--- config.mk ---
export PLATFORM = sky130hd
export DESIGN_NAME = anc_tap_mem
export DESIGN_NICKNAME = d
export VERILOG_FILES = /design/src/rtl/anc_mem_pkg.sv /design/src/rtl/anc_tap_ram.sv /design/src/rtl/anc_tap_mem.sv
export SDC_FILE = /design/constraint.sdc
export NUM_CORES = 2
export LEC_CHECK = 0
export ABC_AREA = 1
export BUFFER_PORTS_ARGS = -buffer_cell sky130_fd_sc_hd__buf_2
export CORE_UTILIZATION = 33
export CTS_BUF_LIST = sky130_fd_sc_hd__clkbuf_2 sky130_fd_sc_hd__clkbuf_4 sky130_fd_sc_hd__clkbuf_8
export DETAILED_ROUTE_END_ITERATION = 12
export GPL_TIMING_DRIVEN = 0
export PLACE_DENSITY = 0.53
export REMOVE_ABC_BUFFERS = 1
export SLEW_MARGIN = 15
export SYNTH_ARGS = -nofsm -noshare
export SYNTH_HDL_FRONTEND = slang
export SYNTH_HIERARCHICAL = 1
export SYNTH_SLANG_ARGS = --single-unit
--- constraint.sdc ---
create_clock -name Clk_100M -period 39.6 [get_ports Clk_100M]
set_input_delay 7.92 -clock Clk_100M [delete_from_list [all_inputs] [get_ports Clk_100M]]
set_output_delay 7.92 -clock Clk_100M [all_outputs]
set_load 0.1 [all_outputs]
--- src/rtl/anc_mem_pkg.sv ---
// Shared definitions for the ANC tap-delay memory: FSM encoding, width helper
// and the circular-buffer wrap-decrement used to locate taps.
package anc_mem_pkg;

  localparam logic [1:0] ST_ZERO  = 2'd0;
  localparam logic [1:0] ST_IDLE  = 2'd1;
  localparam logic [1:0] ST_READ  = 2'd2;
  localparam logic [1:0] ST_DRAIN = 2'd3;

  function automatic int clog2(input int value);
    int r;
    r = 0;
    for (int i = 0; i < 31; i++) begin
      if ((1 << i) < value) r = i + 1;
    end
    return r;
  endfunction

  // (ptr - 1 - idx) mod numTaps for ptr, idx in [0, numTaps-1], without modulo-2^n wrap
  function automatic int wrapDec(input int ptr, input int idx, input int numTaps);
    int a;
    a = ptr - 1 - idx;
    if (a < 0) a = a + numTaps;
    return a;
  endfunction

endpackage

--- src/rtl/anc_tap_ram.sv ---
// Simple dual-port sample RAM addressed by {channel, tap slot}, registered read.
// With ANC_TAP_MEM_ZERO_EN a clear port zeroes one slot in every channel at once.
module anc_tap_ram
  import anc_mem_pkg::*;
#(
  parameter int DATA_W   = 11,
  parameter int NUM_TAPS = 125,
  parameter int NUM_CH   = 2,
  parameter int ADDR_W   = 7,
  parameter int CH_W     = 1
) (
  input  logic                     i_clk,
  input  logic                     i_wrEn,
  input  logic [CH_W+ADDR_W-1:0]   i_wrAddr,
  input  logic [DATA_W-1:0]        i_wrData,
  input  logic [CH_W+ADDR_W-1:0]   i_rdAddr,
`ifdef ANC_TAP_MEM_ZERO_EN
  input  logic                     i_clrEn,
  input  logic [ADDR_W-1:0]        i_clrAddr,
`endif
  output logic [DATA_W-1:0]        o_rdData
);

  localparam int DEPTH = NUM_CH * NUM_TAPS;
  localparam int IDX_W = (clog2(DEPTH) < 1) ? 1 : clog2(DEPTH);

  logic [DATA_W-1:0] r_mem [DEPTH];
  logic [DATA_W-1:0] r_rdData;
  logic [IDX_W-1:0]  w_wrIdx;
  logic [IDX_W-1:0]  w_rdIdx;

  // Packed {ch, slot} folded onto a dense ch*NUM_TAPS+slot index so odd tap counts waste nothing
  assign w_wrIdx = IDX_W'(int'(i_wrAddr[CH_W+ADDR_W-1:ADDR_W]) * NUM_TAPS + int'(i_wrAddr[ADDR_W-1:0]));
  assign w_rdIdx = IDX_W'(int'(i_rdAddr[CH_W+ADDR_W-1:ADDR_W]) * NUM_TAPS + int'(i_rdAddr[ADDR_W-1:0]));

  always_ff @(posedge i_clk) begin
    if (i_wrEn) r_mem[w_wrIdx] <= i_wrData;
`ifdef ANC_TAP_MEM_ZERO_EN
    if (i_clrEn) begin
      for (int c = 0; c < NUM_CH; c++) begin
        r_mem[IDX_W'(c * NUM_TAPS + int'(i_clrAddr))] <= '0;
      end
    end
`endif
    r_rdData <= r_mem[w_rdIdx];
  end

  assign o_rdData = r_rdData;

endmodule

--- src/rtl/anc_tap_mem.sv ---
// Multi-channel circular tap-delay memory feeding the ANC FIR/LMS MAC.
// Define ANC_TAP_MEM_ZERO_EN to clear all taps after reset (ZERO state).
module anc_tap_mem
  import anc_mem_pkg::*;
#(
  parameter  int DATA_W   = 11,
  parameter  int NUM_TAPS = 125,
  parameter  int NUM_CH   = 2,
  localparam int ADDR_W   = clog2(NUM_TAPS),
  localparam int CH_W     = (clog2(NUM_CH) < 1) ? 1 : clog2(NUM_CH)
) (
  input  logic              Clk_100M,
  input  logic              Reset,
  input  logic              RamShiftEN,
  input  logic [CH_W-1:0]   ShiftCh,
  input  logic [DATA_W-1:0] SPIData,
  input  logic              FilterEN,
  input  logic [CH_W-1:0]   ReadCh,
  output logic [DATA_W-1:0] DataOut,
  output logic              DataValid,
  output logic              DataLast,
  output logic [ADDR_W-1:0] TapIdx,
  output logic              Busy,
  output logic              Overrun
);

  logic [1:0]        r_state;
  logic [ADDR_W-1:0] r_wrPtr [NUM_CH];
  logic              r_pendValid;
  logic [CH_W-1:0]   r_pendCh;
  logic [DATA_W-1:0] r_pendData;
  logic              r_overrun;
  logic              r_reqValid;
  logic [CH_W-1:0]   r_reqCh;
  logic              r_busy;
  logic [CH_W-1:0]   r_rdCh;
  logic [ADDR_W-1:0] r_rdPtr;
  logic [ADDR_W-1:0] r_tapCnt;
  logic              r_s1Valid;
  logic              r_s1Last;
  logic [ADDR_W-1:0] r_s1Idx;
  logic [DATA_W-1:0] r_dataOut;
  logic              r_dataValid;
  logic              r_dataLast;
  logic [ADDR_W-1:0] r_tapIdx;

  logic              w_idle;
  logic              w_wrEn;
  logic [CH_W-1:0]   w_wrCh;
  logic [DATA_W-1:0] w_wrData;
  logic [ADDR_W-1:0] w_wrAddr;
  logic              w_req;
  logic [CH_W-1:0]   w_reqCh;
  logic              w_accept;
  logic              w_lastTap;
  logic [ADDR_W-1:0] w_tapAddr;
  logic [DATA_W-1:0] w_ramData;

  assign w_idle    = (r_state == ST_IDLE);
  assign w_wrEn    = w_idle && (r_pendValid || RamShiftEN);
  assign w_wrCh    = r_pendValid ? r_pendCh : ShiftCh;
  assign w_wrData  = r_pendValid ? r_pendData : SPIData;
  assign w_wrAddr  = r_wrPtr[w_wrCh];
  assign w_req     = r_reqValid || (FilterEN && !Busy);
  assign w_reqCh   = r_reqValid ? r_reqCh : ReadCh;
  // Writes win over readout so a same-cycle sample shows up as tap 0
  assign w_accept  = w_idle && w_req && !r_pendValid && !RamShiftEN;
  assign w_lastTap = (r_tapCnt == ADDR_W'(NUM_TAPS - 1));
  assign w_tapAddr = ADDR_W'(wrapDec(int'(r_rdPtr), int'(r_tapCnt), NUM_TAPS));

  always_ff @(posedge Clk_100M) begin
    if (Reset) begin
      for (int c = 0; c < NUM_CH; c++) r_wrPtr[c] <= '0;
    end else if (w_wrEn) begin
      r_wrPtr[w_wrCh] <= (w_wrAddr == ADDR_W'(NUM_TAPS - 1)) ? '0 : w_wrAddr + ADDR_W'(1);
    end
  end

  // Outside IDLE, one write can wait; a second one is lost and flagged until reset
  always_ff @(posedge Clk_100M) begin
    if (Reset) begin
      r_pendValid <= 1'b0;
      r_pendCh    <= '0;
      r_pendData  <= '0;
      r_overrun   <= 1'b0;
    end else if (w_idle) begin
      if (r_pendValid) begin
        if (RamShiftEN) begin
          r_pendCh   <= ShiftCh;
          r_pendData <= SPIData;
        end else begin
          r_pendValid <= 1'b0;
        end
      end
    end else if (RamShiftEN) begin
      if (!r_pendValid) begin
        r_pendValid <= 1'b1;
        r_pendCh    <= ShiftCh;
        r_pendData  <= SPIData;
      end else begin
        r_overrun <= 1'b1;
      end
    end
  end

  always_ff @(posedge Clk_100M) begin
    if (Reset) begin
      r_reqValid <= 1'b0;
      r_reqCh    <= '0;
    end else if (w_accept) begin
      r_reqValid <= 1'b0;
    end else if (w_req && !r_reqValid) begin
      r_reqValid <= 1'b1;
      r_reqCh    <= ReadCh;
    end
  end

  always_ff @(posedge Clk_100M) begin
    if (Reset) begin
`ifdef ANC_TAP_MEM_ZERO_EN
      r_state <= ST_ZERO;
`else
      r_state <= ST_IDLE;
`endif
      r_rdCh   <= '0;
      r_rdPtr  <= '0;
      r_tapCnt <= '0;
    end else begin
      case (r_state)
`ifdef ANC_TAP_MEM_ZERO_EN
        ST_ZERO: begin
          if (w_lastTap) begin
            r_state  <= ST_IDLE;
            r_tapCnt <= '0;
          end else begin
            r_tapCnt <= r_tapCnt + ADDR_W'(1);
          end
        end
`endif
        ST_IDLE: begin
          if (w_accept) begin
            r_state  <= ST_READ;
            r_rdCh   <= w_reqCh;
            r_rdPtr  <= r_wrPtr[w_reqCh];
            r_tapCnt <= '0;
          end
        end
        ST_READ: begin
          if (w_lastTap) r_state <= ST_DRAIN;
          else           r_tapCnt <= r_tapCnt + ADDR_W'(1);
        end
        ST_DRAIN: r_state <= ST_IDLE;
        default:  r_state <= ST_IDLE;
      endcase
    end
  end

  // Busy spans acceptance until the final tap leaves the output register
  always_ff @(posedge Clk_100M) begin
    if (Reset)           r_busy <= 1'b0;
    else if (w_accept)   r_busy <= 1'b1;
    else if (r_dataLast) r_busy <= 1'b0;
  end

  always_ff @(posedge Clk_100M) begin
    if (Reset) begin
      r_s1Valid   <= 1'b0;
      r_s1Last    <= 1'b0;
      r_s1Idx     <= '0;
      r_dataOut   <= '0;
      r_dataValid <= 1'b0;
      r_dataLast  <= 1'b0;
      r_tapIdx    <= '0;
    end else begin
      r_s1Valid   <= (r_state == ST_READ);
      r_s1Last    <= (r_state == ST_READ) && w_lastTap;
      r_s1Idx     <= r_tapCnt;
      r_dataValid <= r_s1Valid;
      r_dataLast  <= r_s1Last;
      r_tapIdx    <= r_s1Valid ? r_s1Idx : '0;
      if (r_s1Valid) r_dataOut <= w_ramData;
    end
  end

  anc_tap_ram #(
    .DATA_W   (DATA_W),
    .NUM_TAPS (NUM_TAPS),
    .NUM_CH   (NUM_CH),
    .ADDR_W   (ADDR_W),
    .CH_W     (CH_W)
  ) u_ram (
    .i_clk     (Clk_100M),
    .i_wrEn    (w_wrEn),
    .i_wrAddr  ({w_wrCh, w_wrAddr}),
    .i_wrData  (w_wrData),
    .i_rdAddr  ({r_rdCh, w_tapAddr}),
`ifdef ANC_TAP_MEM_ZERO_EN
    .i_clrEn   (r_state == ST_ZERO),
    .i_clrAddr (r_tapCnt),
`endif
    .o_rdData  (w_ramData)
  );

`ifdef ANC_TAP_MEM_ZERO_EN
  assign Busy = r_busy || (r_state == ST_ZERO);
`else
  assign Busy = r_busy;
`endif
  assign DataOut   = r_dataOut;
  assign DataValid = r_dataValid;
  assign DataLast  = r_dataLast;
  assign TapIdx    = r_tapIdx;
  assign Overrun   = r_overrun;

endmodule

==> out/metrics.cfg <==
[yosys]
synth_area_sq_um = 116000
syn_avg_cell_area_sq_um = 11.5
synth_area_leaders = edfxtp_1 71%, nand2_1 11%, nand3_1 11%, clkbuf_1 1.5%, dfxtp_1 1.3%
synth.distinct_cells = 47
synth_top_area_share = 0.714
syn_inst = 10100
yosysWarningCount = 6
yosysTopAreaCell = edfxtp_1
yosysSeqAreaShare = 0.727
synth-seq-cells = 2838

[layout]
final_common_cell = nand2_1
register_area_sq_um = 84500
fin_area_sq_um = 134000
multi_input_area_sq_um = 29100
nNetsFinal = 10200
mostFrequentLayoutCells = 3486 x nand2_1, 2764 x edfxtp_1, 2462 x nand3_1
fin_util = 0.383
drive_gt1_frac = 0.107
fillers = 33100
area_growth_pct = 15.4

[cts]
clk_latency_ns = 1.04
cts_setup_buffers = 0
clock_sink_count = 2838
cts_root_buf = clkbuf_8
path_clk_slew_ns = 0.05
cts_resized = 0
clock_path_buffers = 4
cts_tree = done
postCtsHoldBufs = 0
cts_buffers = 468
cts_max_level = 5

[setup_path]
cp-end-kind = flop
crit_path_start_kind = input port
worstPathArrival_ns = 12.51
timing.rr.start = r_rdPtr[0]$_SDFFE_PP0P_
startpoint = ShiftCh
critical_path_class = in2reg
path_max_fanout = 19
required_ns = 40.21

[global_routing]
grt_max_degree = 109
grt_pass1_wl_mm = 484
grt_usage = 0.181
overflow = 0
grt_pass1_vias = 73200
antenna_found_initial = 9

[floorplanning]
rows = 217
io_pins = 39
start_util = 0.332
fp.coreArea_sq_um = 350000
die_x_microns = 595
die_y_microns = 595
die-area_sq_um = 355000

[sta]
rsz0062_at_grt = false
post-route-period-util = 0.301
worstMarginPinSlew_ns = 1.26
skew_ns = 0.0604
relSlewSlack = 0.161
max_freq_mhz = 84.0
maxSlewViolCount = 0
hold_viol = 0
timing.setup.tns_ns = 0
min_period_ns = 11.90
timing.hold.ws_ns = 0.407
setup_viol = 0

[routing]
avgRoutedWirePerCell_microns = 21.9
drt_iter0_markers = 7397
routed_via_density = 5.10
antenna_left = 0
drc_errors = 0
firstDrtPassIters = 6
routed_wl_mm = 332
vias = 77300

[placement]
dpl_cell_area_sq_um = 125000
portBuffers = 38
dp_hpwl_mm = 198
gp_congestion = 0.803

[flow_run]
drv_cap = 0

[worst_hold_path]
hp-start = r_s1Idx[5]$_SDFF_PP0_
hold_path.class = reg2reg

[outcome]
status = completed

cells in the mapped netlist, drive strengths merged:
master  count
o21ai      50
bufinv      1
edfxtp   2764
nor2      349
buf       195
clkinv      4
xor2       12
a21o        1
nand3    2465
a31o        1
or2         4
xnor2       3
clkbuf    451
a21oi      37
nand3b      2
o21a        2
a211oi     13
ha         30
nand4      22
fa          1
dfxtp      74
nand2    3516
o211ai      2
inv       109
nor3        7
layout make-up:
cell class	count	share of cell area
Tap cell	4599	0.0429
Antenna cell	2	0.0000373
Clock inverter	192	0.00755
Timing Repair Buffer	252	0.0405
Clock buffer	646	0.0585
Inverter	114	0.00369
Multi-Input combinational cell	6517	0.217
Sequential cell	2838	0.630
stage by stage:
stage | setup slack, ns | cells
3_3_place_gp | -109.72 | 14100
6_report | 27.70 | 15200
3_5_place_dp | 26.78 | 14300
4_1_cts | 27.86 | 15200
2_1_floorplan | -29.54 | 9469
5_1_grt | 27.65 | 15200
worst paths after layout:
check | end | slack, ns | depth (start not counted)
hold reg to reg | TapIdx[5]$_SDFF_PP0_ | 0.41 | 2
setup / recovery | u_ram/r_mem[226][7]$_DFFE_PP_ | 27.70 | 12
setup reg to reg | u_ram/o_rdData[1]$_DFF_P_ | 32.79 | 27
hold / removal | TapIdx[5]$_SDFF_PP0_ | 0.41 | 2
state kept, by name, indices dropped and copies added (netlist names), 7 cells and up:
signal	cells
u_ram/o_rdData	11
r_pendData	11
r_tapCnt	7
u_ram/r_mem	2750
r_wrPtr	14
DataOut	11
r_rdPtr	7
TapIdx	7
r_s1Idx	7
metal layers:
| layer | routed length, microns | global-route usage | vias up |
|---|---|---|---|
| met1 | 141000 | 0.249 | 38100 |
| met2 | 155000 | 0.291 | 2928 |
| met4 | 11200 | 0.0649 | 0 |
| li1 | - | - | 35700 |
| met3 | 24100 | 0.0277 | 599 |
| met5 | 0 | 0 | - |
cells by family after synthesis:
| family | after synthesis | share of synthesized area |
|---|---|---|
| fa+ha+maj | 31 | 0.00340 |
| buf+inv | 760 | 0.0272 |
| xor+xnor | 15 | 0.00161 |
| simple gates | 6365 | 0.236 |
| compound gates | 106 | 0.00529 |
| flops | 2838 | 0.727 |
critical path: stages:
cell and delay, ns:
buf_2 0.13, nand2_4 0.08, nand2_4 0.24, nand2_1 0.10, o21ai_2 0.12, inv_2 0.11
ha_1 0.25, ha_1 0.24, a31o_2 0.28, xor2_4 0.92, nand4_2 0.83, nor2_1 1.20
Power is not shown: default switching activity piles up to over one toggle a cycle in this logic, so the estimate is an artifact.
